### src/rtl/slc3_io_pkg.sv
// Shared types and constants for the SLC-3 memory-mapped I/O responder:
// FSM state encoding, decoded addresses and the active-low 7-segment table.
package slc3_io_pkg;

    typedef enum logic [1:0] {
        IDLE = 2'd0,
        WAIT = 2'd1,
        DONE = 2'd2,
        HOLD = 2'd3
    } io_state_t;

    localparam logic [15:0] IO_HEX_ADDR = 16'hFFFF;
    localparam logic [15:0] IO_LED_ADDR = 16'hFFFE;

    // Segments are active-low; bit7 is the decimal point and stays off.
    localparam logic [7:0] SEG_BLANK = 8'hFF;

    // Indexed by nibble value; element 0 is the LSB slice of the packed array.
    localparam logic [15:0][7:0] SEG_TABLE = {
        8'h8E, 8'h86, 8'hA1, 8'hC6,   // F E D C
        8'h83, 8'h88, 8'h90, 8'h80,   // B A 9 8
        8'hF8, 8'h82, 8'h92, 8'h99,   // 7 6 5 4
        8'hB0, 8'hA4, 8'hF9, 8'hC0    // 3 2 1 0
    };

    function automatic logic [7:0] seg_encode(input logic [3:0] nib);
        return SEG_TABLE[nib];
    endfunction

endpackage

### src/rtl/hex_seg_decoder.sv
// One hex digit: 4-bit nibble to active-low 7-segment pattern (dp off).
module hex_seg_decoder
    import slc3_io_pkg::*;
(
    input  logic [3:0] i_nibble,
    output logic [7:0] o_seg
);

    assign o_seg = seg_encode(i_nibble);

endmodule

### src/rtl/slc3_io_responder.sv
// SLC-3 memory-mapped I/O target. Answers CPU bus cycles at IO_ADDR:
// reads return the synchronised switches, writes latch the 4-digit hex display.
// Each completed access produces a single-cycle R pulse so the CPU can leave
// its memory wait states.
//
// Build option: define SLC3_IO_LED_REG_EN to decode IO_ADDR-1 as an LED
// register target (same handshake); otherwise that address is ignored and
// LED is tied low.
//
// state | meaning
// IDLE  | no access in flight, waiting for a hit
// WAIT  | access latched, counting down wait cycles
// DONE  | access completes on this cycle's edge (R pulse, commit)
// HOLD  | waiting for the strobe/address to go away before re-arming
module slc3_io_responder
    import slc3_io_pkg::*;
#(
    parameter logic [15:0] IO_ADDR     = IO_HEX_ADDR,
    parameter int          WAIT_CYCLES = 2,
    parameter int          SYNC_STAGES = 2
) (
    input  logic        Clk,
    input  logic        Reset,
    input  logic [15:0] ADDR,
    input  logic [15:0] Data_to_IO,
    input  logic        MEM_OE,
    input  logic        MEM_WE,
    output logic [15:0] Data_from_IO,
    output logic        R,
    input  logic [9:0]  SW,
    output logic [9:0]  LED,
    output logic [7:0]  HEX0,
    output logic [7:0]  HEX1,
    output logic [7:0]  HEX2,
    output logic [7:0]  HEX3
);

    localparam int CNT_W = (WAIT_CYCLES < 2) ? 1 : $clog2(WAIT_CYCLES + 1);
    localparam logic [CNT_W-1:0] CNT_LOAD = CNT_W'(WAIT_CYCLES - 1);
    localparam logic [CNT_W-1:0] CNT_ONE  = CNT_W'(1);

    io_state_t          r_state;
    io_state_t          w_state_next;
    logic [CNT_W-1:0]   r_cnt;
    logic [CNT_W-1:0]   w_cnt_next;
    logic               w_latch;
    logic               w_commit;

    logic               r_op_wr;
    logic [15:0]        r_addr;
    logic [15:0]        r_data;

    logic [15:0]        r_hex;
    logic [15:0]        r_rd_data;
    logic               r_r;

    logic [SYNC_STAGES-1:0][9:0] r_sw_sync;
    logic [9:0]         w_sw_sync;

    logic               w_strobe;
    logic               w_hex_sel;
    logic               w_led_sel;
    logic               w_hit;
    logic               w_tgt_hex;
    logic [9:0]         w_led_rd;

    // Both strobes low counts as a write, so only MEM_WE decides the op.
    assign w_strobe  = ~MEM_OE | ~MEM_WE;
    assign w_hex_sel = (ADDR == IO_ADDR);
    assign w_hit     = (w_hex_sel | w_led_sel) & w_strobe;
    assign w_tgt_hex = (r_addr == IO_ADDR);
    assign w_sw_sync = r_sw_sync[SYNC_STAGES-1];

`ifdef SLC3_IO_LED_REG_EN
    localparam logic [15:0] LED_ADDR = IO_ADDR - 16'd1;
    logic [9:0] r_led;

    assign w_led_sel = (ADDR == LED_ADDR);
    assign w_led_rd  = r_led;
    assign LED       = r_led;

    // LED register: updated only by a completed write to the LED address
    always_ff @(posedge Clk or negedge Reset) begin
        if (!Reset) begin
            r_led <= 10'h000;
        end else if (w_commit && r_op_wr && !w_tgt_hex) begin
            r_led <= r_data[9:0];
        end
    end
`else
    assign w_led_sel = 1'b0;
    assign w_led_rd  = 10'h000;
    assign LED       = 10'h000;
`endif

    // FSM state and wait counter registers
    always_ff @(posedge Clk or negedge Reset) begin
        if (!Reset) begin
            r_state <= IDLE;
            r_cnt   <= '0;
        end else begin
            r_state <= w_state_next;
            r_cnt   <= w_cnt_next;
        end
    end

    // Next-state logic; counter is tested for zero before it would decrement
    always_comb begin
        w_state_next = r_state;
        w_cnt_next   = r_cnt;
        w_latch      = 1'b0;
        w_commit     = 1'b0;
        case (r_state)
            IDLE: begin
                if (w_hit) begin
                    w_state_next = WAIT;
                    w_cnt_next   = CNT_LOAD;
                    w_latch      = 1'b1;
                end
            end
            WAIT: begin
                if (!w_hit) begin
                    w_state_next = IDLE;
                    w_cnt_next   = '0;
                end else if (r_cnt == '0) begin
                    w_state_next = DONE;
                end else begin
                    w_cnt_next = r_cnt - CNT_ONE;
                end
            end
            DONE: begin
                w_commit     = 1'b1;
                w_state_next = HOLD;
            end
            HOLD: begin
                if (!w_hit) begin
                    w_state_next = IDLE;
                end
            end
            default: begin
                w_state_next = IDLE;
            end
        endcase
    end

    // Capture the request on acceptance so later bus changes cannot alter it
    always_ff @(posedge Clk or negedge Reset) begin
        if (!Reset) begin
            r_op_wr <= 1'b0;
            r_addr  <= 16'h0000;
            r_data  <= 16'h0000;
        end else if (w_latch) begin
            r_op_wr <= ~MEM_WE;
            r_addr  <= ADDR;
            r_data  <= Data_to_IO;
        end
    end

    // Completion: R pulse, hex write commit and read data update share one edge
    always_ff @(posedge Clk or negedge Reset) begin
        if (!Reset) begin
            r_r       <= 1'b0;
            r_hex     <= 16'h0000;
            r_rd_data <= 16'h0000;
        end else begin
            r_r <= w_commit;
            if (w_commit && r_op_wr && w_tgt_hex) begin
                r_hex <= r_data;
            end
            if (w_commit && !r_op_wr) begin
                r_rd_data <= w_tgt_hex ? {6'b0, w_sw_sync} : {6'b0, w_led_rd};
            end
        end
    end

    // Switch synchroniser; the last stage is the only one ever sampled
    always_ff @(posedge Clk or negedge Reset) begin
        if (!Reset) begin
            r_sw_sync <= '0;
        end else begin
            r_sw_sync <= {r_sw_sync[SYNC_STAGES-2:0], SW};
        end
    end

    assign R            = r_r;
    assign Data_from_IO = r_rd_data;

    hex_seg_decoder u_hex0 (.i_nibble(r_hex[3:0]),   .o_seg(HEX0));
    hex_seg_decoder u_hex1 (.i_nibble(r_hex[7:4]),   .o_seg(HEX1));
    hex_seg_decoder u_hex2 (.i_nibble(r_hex[11:8]),  .o_seg(HEX2));
    hex_seg_decoder u_hex3 (.i_nibble(r_hex[15:12]), .o_seg(HEX3));

endmodule

### config.mk
export PLATFORM = sky130hd
export DESIGN_NAME = slc3_io_responder
export DESIGN_NICKNAME = d
export VERILOG_FILES = /design/src/rtl/slc3_io_pkg.sv /design/src/rtl/hex_seg_decoder.sv /design/src/rtl/slc3_io_responder.sv
export SDC_FILE = /design/constraint.sdc
export NUM_CORES = 1
export LEC_CHECK = 0
export BUFFER_PORTS_ARGS = -buffer_cell sky130_fd_sc_hd__buf_2
export CORE_UTILIZATION = 48
export CTS_CLUSTER_DIAMETER = 30
export DETAILED_ROUTE_END_ITERATION = 8
export PLACE_DENSITY = 0.81
export RECOVER_POWER = 25
export SLEW_MARGIN = 20
export SYNTH_ARGS = -nofsm -noshare
export SYNTH_HDL_FRONTEND = slang
export SYNTH_SLANG_ARGS = --single-unit
### constraint.sdc
create_clock -name Clk -period 1.6 [get_ports Clk]
set_input_delay 0.24 -clock Clk [delete_from_list [all_inputs] [get_ports Clk]]
set_output_delay 0.24 -clock Clk [all_outputs]
set_load 0.005 [all_outputs]
==> results of run 1 <==
[metrics by stage]
step | setup TNS [ps] | hold WS [ps] | util, % | instances
after global placement | -55.8 | 191 | 59.1 | 549
after CTS | -6840 | 99.9 | 68.7 | 595
after floorplan | 0 | -55.6 | - | 356
final | -6820 | 118 | 70.4 | 601
after global routing | -9770 | 103 | 70.4 | 601
after detailed placement | -602 | 201 | 59.1 | 549
[per-layer routing]
metal / part of all wire, % / global-route usage (%)
met5: 0 / 0
met4: 1.1 / 6.97
met3: 3.6 / 3.79
met2: 53 / 36.6
met1: 42 / 24.2
[repair_timing]
item | CTS | global route
setup endpoints to repair | 48 | 54
pin swaps | 29 | 24
buffers inserted | 19 | 7
resized for setup | 91 | 28
hold buffers | 11 | 0
endpoints found under the hold margin | 39 | 0
gates cloned | 1 | 0
[sequential cells by signal (all words and copies together) (netlist names), named ones only]
signal / count
r_addr: 16
r_data: 16
r_hex: 16
Data_from_IO: 10
r_sw_sync: 10
w_sw_sync: 10
r_cnt: 2
R: 1
r_op_wr: 1
r_state: 1
[final timing paths]
kind	start	endpoint	cells past startpoint	slack, ps
max in group asynchronous	Reset	r_data[14]$_DFFE_PN0P_	3	320
worst max-delay path	r_hex[0]$_DFFE_PN0P_	HEX0[3]	5	-410
min in group asynchronous	Reset	r_sw_sync[6]$_DFF_PN0_	2	500
worst min register to register	r_sw_sync[2]$_DFF_PN0_	w_sw_sync[2]$_DFF_PN0_	0	360
worst min-delay path	Data_to_IO[15]	r_data[15]$_DFFE_PN0P_	2	120
worst max register to register	r_addr[4]$_DFFE_PN0P_	r_hex[15]$_DFFE_PN0P_	5	10
[Yosys cell counts (all sizes together)]
cell	number	area, um^2
mux2i	15	150
and2b	1	7.51
mux2	35	480
a211o	1	8.76
nor4	1	21.3
a21oi	9	45.0
a31oi	1	6.26
nand4	9	68.8
or4	1	7.51
conb	2	7.51
nand3	5	50.0
o21ai	8	40.0
clkbuf	6	22.5
or3b	3	26.3
nor2	22	90.1
o31ai	3	22.5
o22ai	3	18.8
a22o	16	140
o21a	1	7.51
nand2	9	33.8
buf	27	203
nor2b	6	37.5
inv	16	60.1
a32o	3	30.0
nand2b	18	113
or2	1	6.26
mux4	4	90.1
ha	25	313
dfrtp	84	2100
a211oi	2	27.5
o211ai	1	7.51
[layout make-up]
cell class,instances,area (um^2),share of cell area [%]
repair buffers,156,1120,19.0
well taps,105,131,2.23
inverters,16,77.6,1.32
flip-flops and latches,84,2110,35.8
multi-input cells,224,2260,38.3
clock inverters,7,76.3,1.29
clock buffers,9,124,2.10
[power by group through the flow]
stage          sequential [W]  clock (W)  combinational (W)
6_report              0.00215    0.00148           0.000144
5_1_grt               0.00216    0.00160           0.000167
4_1_cts               0.00215    0.00152           0.000147
3_5_place_dp          0.00220          0           0.000126
3_3_place_gp          0.00219          0           0.000122
2_1_floorplan         0.00219          0          0.0000512
[kinds of logic after synthesis]
logic type      count (synthesis)  synth area share (%)
flops                          84                  49.5
simple gates                   76                  10.9
mux                            54                  17.0
buf+inv                        49                  6.72
compound gates                 48                  8.34
fa+ha+maj                      25                  7.37
other cells                     2                 0.177
[critical path, stage by stage (launching register included)]
cell and delay (ps):
dfrtp_2 450, inv_4 80, ha_4 260, inv_2 30
mux4_2 460, buf_2 150
==> results by group, run 1 <==
Global route
  • Initial antenna violation count: 0
  • Pin count of the biggest net entering global routing: 34
  • First-pass GRT wire length: 14200 um
  • Total grt overflow: 0
  • Vias in the first global route: 3030
  • Total GRT Usage: 20.3%

Critical path
  • Worst EP required: 1360 ps
  • Critical path endpoint category: output pin
  • Worst EP arrival: 1770 ps
  • Crit Path Class: reg2out
  • Startpoint Class: register
  • Critical Path Fanout Max: 4

Power and ir drop
  • Overall Power: 0.00378 W
  • P_leak: 3.01 nW
  • Peak supply drop: 0.000736 V
  • Pwr dens: 641 mW/mm^2
  • Sw Share: 25.1%
  • Net switching power of the design: 0.000948 W
  • Clk pwr share: between 30% and 40%
  • P_int: 0.00283 W
  • Combinational power share: about 3.8%
  • Sequential power share: around 57%

Drt
  • DRT iter0 DRCs: 96
  • # DRC: 0
  • Avg Vias per Cell: between 5 and 6
  • Post-DRT Antenna Nets: 0
  • Routed WL: 9030 um
  • Total number of vias: 3055
  • WL/cell: 15.0 um
  • DR pass1 iterations: 4

Final layout
  • Antenna cells: 0
  • FILL cells: 556
  • Most frequent cells in the layout: 82 x buf_2, 78 x dfrtp_1, 35 x buf_4
  • Cell area after layout: 0.00590 mm^2
  • Commonest non-fill, non-tap cell in the layout: buf_2
  • # nets final: 562
  • Share of layout cells above drive strength 1: 54.2%
  • Area Overhead vs Synth: 38.9%

Logic synthesis
  • Synth Warn #: 0
  • Synth unique cells: 39
  • Netlist Area Pre-Place: 0.00424 mm^2
  • Post-synthesis cell count: between 300 and 400
  • Register area share after synthesis: 49.5%
  • Average size of a mapped cell: 12.6 um^2
  • Post-synthesis register bit count: 84

Job
  • Max_cap viols: 0

Run status
  • Failing checks: setup timing
  • Status: complete, but fails checks

Timing
  • Crit path time final: roughly 2000 ps
  • Max Clk Rate: 0.498 GHz
  • Slew HR: between 40% and 50%
  • Slew @ Worst Pin: 812 ps
  • Tcrit/Tclk final: 125%
  • Setup-failing EPs final: 28
  • Setup Skew: 12.8 ps
  • Number of hold violations in the final report: 0
  • RSZ-0062 raised after global routing: yes
  • Min setup slack post-route: -408 ps
  • Max-slew violations: 0

Placed design
  • Routability cong.: 0.848
  • DP HPWL: 5750 um
  • Port Buf Inserts: 84
  • Placed instance area: 0.00496 mm^2
  • Pre-CTS setup slack: -104 ps

Clock tree
  • Clock root buffer: clkbuf_8
  • CTS Sinks: 84
  • CTS tree: built
  • CTS buffer count: 9
  • Worst-path clk slew: 100 ps
  • H-tree levels: 3
  • Max clock buf depth: 2
  • Worst skew pair latency: 350 ps

Die
  • Initial Utilization: 50.6%
  • Row Count: 33
  • Die width: 96.0 um
  • Num ports: 105
  • Core area: 0.00838 mm^2
  • Die ar.: 0.00922 mm^2
  • Height of the die: 96.0 um

Hold path
  • Min-delay worst type: in2reg
No activity file was read; power rests on OpenSTA's default activity.
==> run 2, diff against run 1 <==
--- a/config.mk
+++ b/config.mk
@@ -6,10 +6,11 @@
 export NUM_CORES = 1
 export LEC_CHECK = 0
 export BUFFER_PORTS_ARGS = -buffer_cell sky130_fd_sc_hd__buf_2
-export CORE_UTILIZATION = 48
+export CORE_UTILIZATION = 50
+export CTS_BUF_LIST = sky130_fd_sc_hd__clkbuf_2
 export CTS_CLUSTER_DIAMETER = 30
 export DETAILED_ROUTE_END_ITERATION = 8
-export PLACE_DENSITY = 0.81
+export PLACE_DENSITY = 0.84
 export RECOVER_POWER = 25
 export SLEW_MARGIN = 20
 export SYNTH_ARGS = -nofsm -noshare
==> run 2 against run 1 <==
The run still ends with setup timing left; largest power group unchanged; cell count grew 2.7%; wire length is 0.53% higher; die area down 3.9%; clock skew up 8.7 ps; utilization increased by 1.5 points; via count is 2.1% higher; first-iteration DRC count is 5.2% lower; sequential power barely moved; global-route usage grew 0.91 points; clock power decreased by 28%; non-clock buffer count up 16; worst hold slack lost 47 ps; largest cell class unchanged; critical path type unchanged.
==> results by group, run 2 (synthesis gave the netlist of run 1 again) <==
Clock tree
  • H-tree levels: 3
  • Clock root buffer: clkbuf_2
  • Worst skew pair latency: 540 ps
  • Worst-path clk slew: 240 ps
  • Max clock buf depth: 2
  • CTS buffer count: 9
  • CTS Sinks: 84
  • CTS tree: built

Timing
  • Setup-failing EPs final: 29
  • Max Clk Rate: between 0.4 and 0.5 GHz
  • Tcrit/Tclk final: 140%
  • Crit path time final: 2250 ps
  • Slew HR: 50.6%
  • RSZ-0062 raised after global routing: yes
  • Min setup slack post-route: -647 ps
  • Max-slew violations: 0
  • Setup Skew: ~22 ps
  • Slew @ Worst Pin: 741 ps
  • Final hold slack: around 70 ps
  • Number of hold violations in the final report: 0

Power and ir drop
  • Pwr dens: 576 mW/mm^2
  • Overall Power: 0.00340 W
  • P_leak: 3.03 nW
  • Peak supply drop: ~0.00063 V

Placed design
  • Port Buf Inserts: 84
  • Routability cong.: 0.807
  • DP HPWL: 5600 um
  • Pre-CTS setup slack: -106 ps

Die
  • Row Count: 33
  • Die ar.: 0.00886 mm^2
  • Die width: between 90 and 100 um
  • Core area: around 0.008 mm^2
  • Initial Utilization: 51.7%
  • Num ports: roughly 110
  • Height of the die: approximately 94 um

Final layout
  • Antenna cells: 0
  • Final Util: between 70 and 80%
  • Share of layout cells above drive strength 1: 51.2%
  • Most frequent cells in the layout: 83 x buf_2, 79 x dfrtp_1, 39 x buf_4
  • # nets final: 578
  • Area Overhead vs Synth: 39.1%
  • Top flop regs: r_addr: 16 flops, r_data: 16 flops, r_hex: 16 flops
  • Commonest non-fill, non-tap cell in the layout: buf_2

Run status
  • Failing checks: setup timing
  • Status: complete, but fails checks

Job
  • Max_cap viols: 0

Global route
  • Total GRT Usage: between 20% and 30%
  • First-pass GRT wire length: 14400 um
  • Pin count of the biggest net entering global routing: 41
  • Vias in the first global route: about 3100
  • Initial antenna violation count: 0
  • Total grt overflow: 0

Drt
  • Post-DRT Antenna Nets: 0
  • Total number of vias: 3120
  • DRT iter0 DRCs: 91
  • Routed WL: 9080 um
  • Avg Vias per Cell: a little over 5
  • WL/cell: 14.7 um
  • # DRC: 0
  • DR pass1 iterations: 4

Critical path
  • Crit Path Class: reg2out
  • Startpoint Class: register
  • Critical Path Fanout Max: 4
  • Worst EP arrival: ~2000 ps
  • R2R depth: 5
  • FF-to-FF setup slack: 0 ps
  • Worst EP required: 1360 ps
  • R2R Path End: r_hex[11]$_DFFE_PN0P_
  • Critical path endpoint category: output pin
  • Worst flop-to-flop path startpoint: r_addr[15]$_DFFE_PN0P_

Hold path
  • Hold Startpoint: MEM_OE
  • Hold-critical path depth: 4
  • Min-delay worst type: in2reg
-- run 2: per-stage QoR --
stage | instance area, um^2 | cells | TNS, ps
4_1_cts | 5710 | 608 | -14190
6_report | 5900 | 617 | -13590
3_5_place_dp | 4940 | 547 | -536
3_3_place_gp | 4940 | 547 | -156
2_1_floorplan | 4310 | 356 | 0
5_1_grt | 5900 | 617 | -17290
-- run 2: final cells by class --
type,count,area (um^2)
timing repair buffer,172,1260
clock buffer,9,45.0
fill,541,2310
tap,105,131
multi-input combinational,224,2230
clock inverter,7,66.3
inverter,16,70.1
sequential,84,2110
-- run 2: worst max-delay path by stage --
stage | endpoint | from | cells past startpoint | slack [ps]
final | HEX0[3] | r_hex[0]$_DFFE_PN0P_ | 5 | -650
after CTS | HEX3[3] | r_hex[13]$_DFFE_PN0P_ | 5 | -640
after detailed placement | HEX2[3] | r_hex[8]$_DFFE_PN0P_ | 5 | -110
after floorplan | HEX1[0] | r_hex[5]$_DFFE_PN0P_ | 5 | 30
after global placement | HEX0[3] | r_hex[0]$_DFFE_PN0P_ | 5 | -60
after global routing | HEX1[0] | r_hex[4]$_DFFE_PN0P_ | 6 | -760
-- run 2: report_power, final --
group	leakage (nW)	switching, W	internal (W)
Combinational	1.86	0.0000825	0.0000924
Clock	0.0649	0.000814	0.000250
Sequential	1.10	0.00000713	0.00215
-- run 2: repair_timing --
action,in CTS,in global routing
setup buffers,17,10
setup endpoints to repair,45,53
endpoints found under the hold margin,111,0
hold buffers,28,0
resized for setup,68,32
pin swaps,19,23
cloned,1,0
-- run 2: worst max-delay path: stages (launching register included) --
cell	delay [ps]
dfrtp_2	510
inv_4	90
ha_4	270
inv_2	40
mux4_2	450
buf_2	140
-- run 2: routing by layer --
metal  routed length, um  vias to the layer above  track usage (%)
met1                3740                     1529             25.3
li1                    -                     1479                -
met5                   0                        -                0
met4                 150                        0             7.18
met3                 317                       18             4.21
met2                4870                       94             38.0
==> run 3, diff against run 2 <==
--- a/config.mk
+++ b/config.mk
@@ -11,7 +11,6 @@
 export CTS_CLUSTER_DIAMETER = 30
 export DETAILED_ROUTE_END_ITERATION = 8
 export PLACE_DENSITY = 0.84
-export RECOVER_POWER = 25
 export SLEW_MARGIN = 20
 export SYNTH_ARGS = -nofsm -noshare
 export SYNTH_HDL_FRONTEND = slang
==> run 3 against run 2 <==
Clock power barely moved; sequential share of layout area barely moved; first-iteration DRC count did not move; utilization barely moved; wire length barely moved; cell area barely moved; largest cell class unchanged; maximum frequency did not move; flip-flop and latch count did not move; the run still ends with setup timing left.
==> results by group, run 3 (synthesis gave the netlist of run 1 again) <==
Timing
  • Crit path time final: 2250 ps
  • RSZ-0062 raised after global routing: yes
  • Setup-failing EPs final: 29
  • Max-slew violations: 0
  • Max Clk Rate: between 0.4 and 0.5 GHz
  • Min setup slack post-route: -647 ps
  • Final hold slack: ~70 ps
  • Tcrit/Tclk final: 140%
  • Number of hold violations in the final report: 0
  • Setup Skew: 21.5 ps

Die
  • Num ports: 105
  • Row Count: 33
  • Initial Utilization: 51.7%
  • Die ar.: 0.00886 mm^2
  • Core area: 0.00822 mm^2
  • Die width: 94.1 um
  • Height of the die: 94.1 um

Placed design
  • Placed instance area: 0.00494 mm^2
  • Pre-CTS setup slack: -106 ps
  • DP HPWL: around 5600 um
  • # placed instances: 547
  • Port Buf Inserts: 84
  • Routability cong.: 0.807

Hold path
  • Min-delay worst type: in2reg
  • Hold Startpoint: MEM_OE

Final layout
  • # nets final: ~580
  • Area Overhead vs Synth: 39.2%
  • Antenna cells: 0
  • Most frequent cells in the layout: 83 x buf_2, 79 x dfrtp_1, 40 x buf_4
  • Top flop regs: r_addr: 16 flops, r_data: 16 flops, r_hex: 16 flops
  • Share of layout cells above drive strength 1: 51.2%
  • Cell area after layout: between 0.005 and 0.006 mm^2
  • Commonest non-fill, non-tap cell in the layout: buf_2
  • Finished Layout Cells: 617

Clock tree
  • Max clock buf depth: 2
  • H-tree levels: 3
  • Worst skew pair latency: 540 ps
  • CTS tree: built
  • Worst-path clk slew: 240 ps
  • CTS buffer count: 9
  • CTS Sinks: 84
  • Clock root buffer: clkbuf_2

Critical path
  • Worst EP required: 1360 ps
  • FF-to-FF setup slack: 0 ps
  • Critical path endpoint category: output pin
  • R2R Path End: r_hex[11]$_DFFE_PN0P_
  • Worst EP arrival: 2010 ps
  • Delay of the slowest critical-path stage: between 500 and 600 ps
  • Critical Path End: HEX0[3]
  • Slowest CP cell: dfrtp_2
  • Worst flop-to-flop path startpoint: r_addr[15]$_DFFE_PN0P_
  • CP Cell Sequence: inv_4, ha_4, inv_2, mux4_2, buf_2
  • R2R depth: 5
  • Critical Path Fanout Max: 4
  • Crit path from: r_hex[0]$_DFFE_PN0P_
  • Crit Path Class: reg2out
  • Startpoint Class: register

Drt
  • Avg Vias per Cell: 5.06
  • DR pass1 iterations: 4
  • Met3 routed WL: around 320 um
  • Post-DRT Antenna Nets: 0
  • WL/cell: 14.7 um
  • DRT iter0 DRCs: a little over 90
  • Met2 WL: 4870 um
  • Routed WL: 9080 um
  • # DRC: 0
  • Top Metal Used: met4
  • Total number of vias: roughly 3100
  • Wl on met1: 3750 um

Power and ir drop
  • Pwr dens: 576 mW/mm^2
  • Peak supply drop: roughly 0.00063 V
  • Overall Power: between 0.003 and 0.004 W
  • P_leak: 3.03 nW

Global route
  • First-pass GRT wire length: approximately 14000 um
  • Total GRT Usage: 21.2%
  • Vias in the first global route: 3137
  • Pin count of the biggest net entering global routing: 41
  • Initial antenna violation count: 0
  • Total grt overflow: 0

Run status
  • Failing checks: setup timing
  • Status: complete, but fails checks

Job
  • Max_cap viols: 0
## run 3: cell types whose count changed in the layout (fill, tap and decap cells not counted)
cell	delta
buf_4	+1
clkbuf_2	-1
## run 3: power breakdown
part	switching, W	leakage [nW]	internal, W	total [W]
clock network	0.000814	0.0649	0.000250	0.00106
registers	0.00000713	1.10	0.00215	0.00216
logic	0.0000826	1.86	0.0000933	0.000176
total	0.000903	3.03	0.00250	0.00340
## run 3: repair_timing
action                                  in CTS  in global routing
gates resized for setup                     68                 32
buffers inserted                            17                 10
endpoints found under the setup margin      45                 53
hold buffers                                28                  0
pin swaps                                   19                 23
gates cloned                                 1                  0
endpoints found under the hold margin      111                  0
## run 3: cell type report
| class | count | area (um^2) |
|---|---|---|
| clock inverter | 7 | 66.3 |
| clock buffer | 9 | 45.0 |
| fill | 540 | 2310 |
| sequential | 84 | 2110 |
| timing repair buffer | 172 | 1260 |
| multi-input combinational | 224 | 2230 |
| inverter | 16 | 70.1 |
| tap | 105 | 131 |
## run 3: per-stage QoR
| stage | utilization [%] | setup TNS, ps |
|---|---|---|
| 2_1_floorplan | - | 0 |
| 3_3_place_gp | 60.1 | -156 |
| 3_5_place_dp | 60.1 | -536 |
| 4_1_cts | 69.5 | -14190 |
| 5_1_grt | 71.9 | -17290 |
| 6_report | 71.9 | -13590 |
## run 3: routing by layer
| layer | global-route usage, % | vias to the layer above |
|---|---|---|
| met5 | 0 | - |
| li1 | - | 1479 |
| met2 | 38.0 | 94 |
| met3 | 4.21 | 18 |
| met1 | 25.3 | 1529 |
| met4 | 7.18 | 0 |
## run 3: critical path, delay by kind of cell, from the launching register on
family	cells	cell delay, ps
adder cells (fa/ha/maj)	1	270
multiplexers	1	450
buffers and inverters	3	270
flip-flops	1	510
## run 3: worst min path at each step
stage                                       end  slack [ps]  cells past startpoint
global placement         r_sw_sync[4]$_DFF_PN0_         180                      1
detailed placement  Data_from_IO[4]$_DFFE_PN0P_         190                      1
global route                           register          30                      4
CTS                                    register          20                      4
floorplan           Data_from_IO[0]$_DFFE_PN0P_         -60                      0
finish                                 register          70                      4
